[src/rtl/i2c_mem_arbiter.sv]
// Shares one synchronous single-port RAM between the I2C subordinate and a local
// host. Accesses run IDLE -> ACCESS -> RESP, with a starvation guard for the host.
module i2c_mem_arbiter #(
  parameter int ADDR_W       = 8,
  parameter int DATA_W       = 8,
  parameter bit I2C_PRIORITY = 1'b1,
  parameter int MAX_WAIT     = 4
) (
  input  logic              clk,
  input  logic              rst_n,
  input  logic              i2c_req,
  input  logic              i2c_we,
  input  logic [ADDR_W-1:0] i2c_addr,
  input  logic [DATA_W-1:0] i2c_wdata,
  output logic              i2c_ack,
  output logic [DATA_W-1:0] i2c_rdata,
  input  logic              host_req,
  input  logic              host_we,
  input  logic [ADDR_W-1:0] host_addr,
  input  logic [DATA_W-1:0] host_wdata,
  output logic              host_ack,
  output logic [DATA_W-1:0] host_rdata,
  output logic              mem_en,
  output logic              mem_we,
  output logic [ADDR_W-1:0] mem_addr,
  output logic [DATA_W-1:0] mem_wdata,
  input  logic [DATA_W-1:0] mem_rdata,
  output logic              busy,
  output logic              grant_i2c
);

  typedef enum logic [2:0] {
    IDLE   = 3'b001,
    ACCESS = 3'b010,
    RESP   = 3'b100
  } state_t;

  localparam logic [3:0] WAIT_MAX = 4'(MAX_WAIT);

  state_t            state, state_nxt;
  logic              any_req, pick_i2c, rd_done;
  logic              last_grant_i2c;
  logic              cmd_we;
  logic [ADDR_W-1:0] cmd_addr;
  logic [DATA_W-1:0] cmd_wdata;
  logic [DATA_W-1:0] i2c_rdata_q, host_rdata_q;
  logic [3:0]        wait_cnt;

  assign any_req = i2c_req | host_req;

  // A starved host beats everything; otherwise fixed priority or alternate.
  always_comb begin
    pick_i2c = i2c_req;
    if (i2c_req && host_req) begin
      if (wait_cnt == WAIT_MAX) pick_i2c = 1'b0;
      else if (I2C_PRIORITY)    pick_i2c = 1'b1;
      else                      pick_i2c = ~last_grant_i2c;
    end
  end

  // NOTE: sequential state uses non-blocking assignments so every flop samples pre-edge values.
  always_ff @(posedge clk or negedge rst_n) begin
    if (!rst_n) state <= IDLE;
    else        state <= state_nxt;
  end

  always_comb begin
    // NOTE: default assignment first so no path through the case infers a latch.
    state_nxt = state;
    case (state)
      IDLE:    if (any_req) state_nxt = ACCESS;
      ACCESS:  state_nxt = RESP;
      RESP:    state_nxt = IDLE;
      default: state_nxt = IDLE;
    endcase
  end

  always_comb begin
    busy      = (state != IDLE);
    mem_en    = (state == ACCESS);
    mem_we    = (state == ACCESS) && cmd_we;
    mem_addr  = cmd_addr;
    mem_wdata = cmd_wdata;
    i2c_ack   = (state == RESP) && grant_i2c;
    host_ack  = (state == RESP) && !grant_i2c;
    rd_done   = (state == RESP) && !cmd_we;
    // The RAM output register loads on the edge entering RESP; pass it through
    // while ack is high, then hold the captured copy until the next read.
    i2c_rdata  = (rd_done && grant_i2c)  ? mem_rdata : i2c_rdata_q;
    host_rdata = (rd_done && !grant_i2c) ? mem_rdata : host_rdata_q;
  end

  always_ff @(posedge clk or negedge rst_n) begin
    if (!rst_n) begin
      cmd_we         <= 1'b0;
      cmd_addr       <= '0;
      cmd_wdata      <= '0;
      grant_i2c      <= 1'b0;
      last_grant_i2c <= 1'b0;
      wait_cnt       <= '0;
    end else begin
      if (state == IDLE) begin
        if (!host_req) wait_cnt <= '0;
        if (any_req) begin
          cmd_we    <= pick_i2c ? i2c_we    : host_we;
          cmd_addr  <= pick_i2c ? i2c_addr  : host_addr;
          cmd_wdata <= pick_i2c ? i2c_wdata : host_wdata;
          grant_i2c <= pick_i2c;
          if (!pick_i2c)                             wait_cnt <= '0;
          else if (host_req && wait_cnt != WAIT_MAX) wait_cnt <= wait_cnt + 4'd1;
        end
      end
      if (state == RESP) last_grant_i2c <= grant_i2c;
    end
  end

  always_ff @(posedge clk or negedge rst_n) begin
    if (!rst_n) begin
      i2c_rdata_q  <= '0;
      host_rdata_q <= '0;
    end else if (rd_done) begin
      if (grant_i2c) i2c_rdata_q  <= mem_rdata;
      else           host_rdata_q <= mem_rdata;
    end
  end

endmodule

[config.mk]
export PLATFORM = sky130hd
export DESIGN_NAME = i2c_mem_arbiter
export DESIGN_NICKNAME = d
export VERILOG_FILES = /design/src/rtl/i2c_mem_arbiter.sv
export SDC_FILE = /design/constraint.sdc
export NUM_CORES = 1
export LEC_CHECK = 0
export CAP_MARGIN = 10
export CORE_UTILIZATION = 35
export CTS_CLUSTER_DIAMETER = 40
export CTS_CLUSTER_SIZE = 20
export DETAILED_ROUTE_END_ITERATION = 6
export MAX_ROUTING_LAYER = met4
export PLACE_DENSITY = 0.7
export SETUP_SLACK_MARGIN = 0.5
export SYNTH_ARGS = -nofsm -noshare
export SYNTH_HDL_FRONTEND = slang
export SYNTH_SLANG_ARGS = --single-unit
[constraint.sdc]
create_clock -name clk -period 1.6 [get_ports clk]
set_input_delay 0.32 -clock clk [delete_from_list [all_inputs] [get_ports clk]]
set_output_delay 0.32 -clock clk [all_outputs]
set_load 0.02 [all_outputs]
==> results of run 1 <==
-- metrics by stage --
step / instance area (sq um) / utilization, %
after detailed placement: 3211 / 57.25
final: 3796 / 67.69
after floorplan: 2228 / -
after CTS: 3638 / 64.88
after global routing: 3796 / 67.69
after global placement: 3211 / 57.25
-- sequential cells by signal, summed over array words and instances, names as in the netlist --
name and flops:
state 3, host_rdata_q 8, cmd_we 1, mem_wdata 8, grant_i2c 1, mem_addr 8
i2c_rdata_q 8, wait_cnt 4
-- area by class of cell --
type | instances | area (sq um) | area share, %
Sequential cell | 41 | 1028 | 27.09
Clock inverter | 2 | 10.01 | 0.2637
Tap cell | 72 | 90.09 | 2.373
Multi-Input combinational cell | 126 | 1117 | 29.43
Timing Repair Buffer | 138 | 1459 | 38.43
Inverter | 5 | 18.77 | 0.4944
Clock buffer | 6 | 72.57 | 1.912
-- worst max path at each step --
stage | end | start
global route | i2c_rdata[6] | state[1]
global placement | i2c_rdata[7] | state[1]
floorplan | host_rdata[7] | state[0]
detailed placement | i2c_rdata[5] | state[1]
CTS | host_rdata[7] | state[0]
finish | i2c_rdata[3] | state[1]
-- cell usage in the layout (no fill, tap or decap), types with 2 or more instances in the layout --
cell type	count
nand3_2	2
nand4_1	3
buf_6	46
a31oi_2	5
a31oi_1	7
buf_12	7
clkbuf_8	5
a21oi_2	2
o21ai_0	7
a21oi_1	20
mux2_4	16
clkdlybuf4s50_1	44
dfrtp_1	39
buf_2	4
buf_4	32
nand2_1	3
o21ai_1	11
mux2_2	7
nand3_1	16
and2_4	2
a31oi_4	6
buf_16	3
nor3b_4	2
inv_1	4
clkinv_2	2
-- critical path: stages, from the launching register on --
cell and delay [ns]:
dfrtp_1 0.40, nor2_2 0.13, and4b_4 0.32, buf_4 0.13, mux2_4 0.29, buf_4 0.16
-- routing by layer --
metal,global-route usage (%),vias up,part of all wire [%]
met4,8.364,0,2.9
met3,5.517,18,6.5
met2,34.70,83,50
li1,-,957,-
met5,-,-,0
met1,23.94,950,41
-- power by group through the flow --
stage	Sequential (uW)	Clock [uW]	Combinational, uW
floorplan	2010	0	1530
global placement	1730	0	3010
detailed placement	1750	0	3070
CTS	1790	687	4000
global route	1830	727	4580
finish	1780	660	4330
-- logic make-up (layout without fill, tap and decap cells) --
| family | after synthesis | count (layout) | synth area share (%) |
|---|---|---|---|
| muxes | 23 | 23 | 12.52 |
| buffers and inverters | 22 | 151 | 6.170 |
| and+or+nand+nor | 41 | 41 | 12.16 |
| DFF | 41 | 41 | 49.67 |
| AOI/OAI and AO/OA | 60 | 60 | 18.27 |
| adders and majority gates | 2 | 2 | 1.210 |
-- repair_timing --
item,in CTS,in global routing
cloned,3,0
buffers inserted,21,6
hold buffers,1,0
setup endpoints to repair,78,102
gates resized for setup,235,20
hold endpoints to repair,17,0
pin swaps,8,5
==> results.md, run 1 <==
- Status: complete, but fails checks
- Failing checks: negative setup slack
- Cell Rows: 27
- Most frequent cells after synthesis: 40 x dfrtp_1, 23 x mux2_2, 22 x a21oi_1
- DRT iter0 DRCs: 45
- R2R cell count: 11
- Number of remaining DRC errors: 0
- Cells after Synth: between 150 and 200
- DP Cell Count: ~350
- Final setup viols: 45
- CP Launch Type: flip-flop
- Initial antenna violation count: 0
- Worst Path Required: approximately 1.3 ns
- Leakage: approximately 0.0017 uW
- PD cells: 1785 mW/mm^2
- Die W: between 70 and 80 um
- Number of antenna diodes: 0
- CTS buffer count: 5
- Peak VDD IR: 0.0008057 V
- Post-DR wirelength/cell: roughly 16 um
- Worst Setup Slack, final: -0.4536 ns
- Gp weighted congestion: approximately 0.80
- FF-to-FF Start: state[0]
- Post-synth EDFFs: 0
- Crit path max fanout: 7
- Yosys top cell by area: dfrtp_1
- Crit path kind: reg -> out
- Root buf cell: clkbuf_8
- Fmax: about 500 MHz
- Worst-Margin Slew: about 0.5 ns
- Sink Count: 41
- IO Count: 84
- Tcrit/Tclk final: 128.4%
- Syn nets: approximately 240
- Total power: about 6800 uW
- Most numerous cell in the Yosys netlist: dfrtp_1
- Post-Place Worst Slack: -0.7164 ns
- Non-Filler Instances: 390
- Psw: approximately 2500 uW
- Nets@finish: about 370
- Synth top area share: roughly half
- Grt total ovfl: 0
- Deepest clock path buffer count: 2
- Total of max-cap violations: 0
- Cell variety after synth: 29
- Share of layout cells above drive strength 1: slightly below 50%
- First-pass GRT wire length: 9.591 mm
- Post-route ant nets: 0
- Gate power share: a little under two thirds
- Average cell area after synthesis: between 10 and 15 sq um
- Top cells by area, synth: dfrtp_1 48%, mux2_2 13%, a21oi_1 5.3%
- # H-tree levels: 2
- Port Buffers: just over 80
- Worst hold slack: around 0.48 ns
- Net Sw Frac: 37.05%
- Setup TNS Final: -16.93 ns
- Total Wirelength: just over 6 mm
- GRT Overall Usage: 20.83%
- Final count of pins violating max slew: 0
- CTS tree: done
- Post-DP HPWL: ~4 mm
- Fin crit period: slightly above 2 ns
- Final Hold Viols: 0
- Vias in the first global route: 1956
- DRT Pass-1 Iters: 4
- Ys async rst share: 100.0%
- Worst-path clk slew: ~0.080 ns
- Die H: about 79 um
- Initial Util: between 30% and 40%
- Worst Hold Class: in -> async
- Post-Synthesis Cell Area: between 0.002 and 0.0025 sq mm
- Seq cells post-synth: between 40 and 50
- Core Area: around 0.0056 sq mm
- Layout area overhead: 83.54%
- Worst skew pair latency: around 0.30 ns
- Clock power frac: about a tenth
- P_int: about 4300 uW
- Vias: around 2000
- Sequential power share: 26.3%
- Top_reg_cell synth: dfrtp_1
- RSZ-0062 raised after global routing: yes
- Sequential area share after synthesis: between 40% and 50%
- Max_slew headroom: 66.70%
- Worst Path Arrival: around 1.7 ns
- Mean number of vias per cell: between 5 and 6
- Syn. warnings: 0
- RR Endpoint: mem_addr[0]
- # fillers: ~430
- Clock Skews: about 0.0059 ns
- Die area: about 0.0062 sq mm
- Worst setup EP type: output pin
- Largest net degree at the start of global routing: 24
- R2R Setup Slk: -0.44 ns
(Power assumes the default switching activity.)
==> inputs of run 2 (changes only) <==
--- a/config.mk
+++ b/config.mk
@@ -5,13 +5,14 @@
 export SDC_FILE = /design/constraint.sdc
 export NUM_CORES = 1
 export LEC_CHECK = 0
+export ABC_CLOCK_PERIOD_IN_PS = 1600
 export CAP_MARGIN = 10
 export CORE_UTILIZATION = 35
 export CTS_CLUSTER_DIAMETER = 40
 export CTS_CLUSTER_SIZE = 20
 export DETAILED_ROUTE_END_ITERATION = 6
 export MAX_ROUTING_LAYER = met4
-export PLACE_DENSITY = 0.7
+export PLACE_DENSITY_LB_ADDON = 0.08
 export SETUP_SLACK_MARGIN = 0.5
 export SYNTH_ARGS = -nofsm -noshare
 export SYNTH_HDL_FRONTEND = slang
==> results.md, run 2 (synthesis results as in run 1) <==
- GRT Overall Usage: 20.67% (-0.16 points)
- Initial antenna violation count: 0 (unchanged)
- Post-DP HPWL: 3.952 mm (-0.19%)
- Grt total ovfl: 0 (unchanged)
- Final Hold Viols: 0 (unchanged)
- DRT Pass-1 Iters: 4 (unchanged)
- Post-Place Worst Slack: -0.4950 ns (+0.2214 ns)
- Failing checks: negative setup slack
- Worst Hold Class: in -> async
- Status: complete, but fails checks
- IO Count: 84 (unchanged)
- Share of layout cells above drive strength 1: 47.84% (-0.27 points)
- Worst Path Arrival: 1.82 ns (+0.09 ns)
- First-pass GRT wire length: 9.542 mm (-0.51%)
- RSZ-0062 raised after global routing: yes
- Commonest non-fill, non-tap cells in the layout: 63 x buf_6, 44 x clkdlybuf4s50_1, 39 x dfrtp_1
- Vias in the first global route: 1987 (+1.6%)
- Nets@finish: 371 (+1.6%)
- DP Cell Count: 354 (+0.85%)
- Tcrit/Tclk final: 133.7% (+5.4 points)
- Root buf cell: clkbuf_8
- Fin crit period: 2.139 ns (+0.08579 ns)
- Commonest non-fill, non-tap cell in the layout: buf_6
- Port Buffers: 83 (unchanged)
- Non-Filler Instances: 396 (+1.5%)
- Max_slew headroom: 65.96% (-0.74 points)
- Largest net degree at the start of global routing: 21 (-13%)
- Layout area overhead: 84.27%
- Vias: 2018 (+0.50%)
- CTS buffer count: 5 (unchanged)
- Total Wirelength: 6.179 mm (+1.5%)
- Crit path max fanout: 3 (-4)
- CTS tree: done
- Crit path kind: reg -> out
- Die area: 0.006220 sq mm (unchanged)
- Leakage: 0.001684 uW (+1.0%)
- Worst skew pair latency: 0.30 ns (about the same)
- CP Launch Type: flip-flop
- Die W: 78.87 um (unchanged)
- Number of antenna diodes: 0 (unchanged)
- Cell Rows: 27 (unchanged)
- Initial Util: 36.88% (unchanged)
- Worst-path clk slew: 0.08 ns (about the same)
- # H-tree levels: 2 (unchanged)
- Final count of pins violating max slew: 0 (unchanged)
- Final core utilization: 67.96% (+0.27 points)
- Die H: 78.87 um (unchanged)
- Worst-Margin Slew: 0.5100 ns (+0.01102 ns)
- Post-route ant nets: 0 (unchanged)
- Clock Skews: 0.005557 ns (-0.0003342 ns)
- Core Area: 0.005608 sq mm (unchanged)
- Mean number of vias per cell: 5.096 (-1.0%)
- Fmax: 467.4 MHz (-4.0%)
- Fin area: 0.003811 sq mm (+0.40%)
- PD cells: 1739 mW/mm^2 (-2.6%)
- # fillers: 456 (+5.8%)
- Number of remaining DRC errors: 0 (unchanged)
- Deepest clock path buffer count: 2 (unchanged)
- Final setup viols: 54 (+20%)
- Total power: 6628 uW (-2.2%)
- Worst setup EP type: output pin
- Worst Path Required: 1.28 ns (about the same)
- Total of max-cap violations: 0 (unchanged)
- DRT iter0 DRCs: 95 (+110%)
- Area after DPL: 0.003221 sq mm (+0.31%)
- Peak VDD IR: 0.0008288 V (+2.9%)
- Gp weighted congestion: 0.7433 (-7.4%)
- Sink Count: 41 (unchanged)
- Worst Setup Slack, final: -0.5394 ns (-0.08579 ns)
- Post-DR wirelength/cell: 15.60 um (about the same)
==> run 2: path summary, 6_finish.rpt <==
check	from	end	slack [ns]	cells after the start
hold reg to reg	i2c_rdata_q[7]	i2c_rdata_q[7]	0.51	1
setup / recovery	state[0]	host_rdata[1]	-0.54	6
setup reg to reg	state[0]	host_rdata_q[0]	-0.34	9
hold / removal	rst_n	i2c_rdata_q[5]	0.34	2
max in group asynchronous	rst_n	state[0]	0.77	3
min in group clk	i2c_rdata_q[7]	i2c_rdata_q[7]	0.51	1
==> run 2: area by class of cell <==
class	count	area [sq um]	share of cell area [%]
clock inverters	2	35.03	0.9192
inverters	5	18.77	0.4924
clock buffers	6	72.57	1.904
repair buffers	141	1495	39.23
well taps	72	90.09	2.364
flip-flops and latches	41	1028	26.99
multi-input cells	129	1071	28.10
==> run 2: routing by layer <==
| metal | wire length (um) | vias up | track usage, % |
|---|---|---|---|
| met5 | 0 | - | - |
| met4 | 102 | 0 | 7.818 |
| met3 | 254 | 9 | 3.448 |
| met2 | 3232 | 63 | 35.65 |
| met1 | 2590 | 978 | 24.23 |
| li1 | - | 968 | - |
==> run 2: what timing repair did <==
action	CTS	global route
gates resized for setup	259	10
setup endpoints to repair	78	78
buffers inserted	20	8
hold buffers	1	0
hold endpoints to repair	1	0
pin swaps	7	4
cloned	4	1
==> run 2: worst max-delay path, cell delays in order (launching register included) <==
cell and delay (ns):
dfstp_2 0.55, nor2_2 0.05, and4bb_2 0.25, buf_6 0.13, buf_16 0.12, mux2_4 0.29
buf_6 0.13
==> run 2: power breakdown <==
part | internal (uW) | switching, uW | total [uW]
clock network | 463 | 356 | 819
registers | 1480 | 304 | 1790
logic | 2300 | 1720 | 4020
total | 4240 | 2390 | 6630
==> run 2: through the flow <==
| step | TNS, ns | hold slack [ns] |
|---|---|---|
| after floorplan | -0.7733 | 0.02441 |
| after global placement | -10.79 | 0.1093 |
| after detailed placement | -11.29 | 0.1172 |
| after CTS | -9.079 | 0.3373 |
| after global routing | -14.29 | 0.3390 |
| final | -11.41 | 0.3396 |
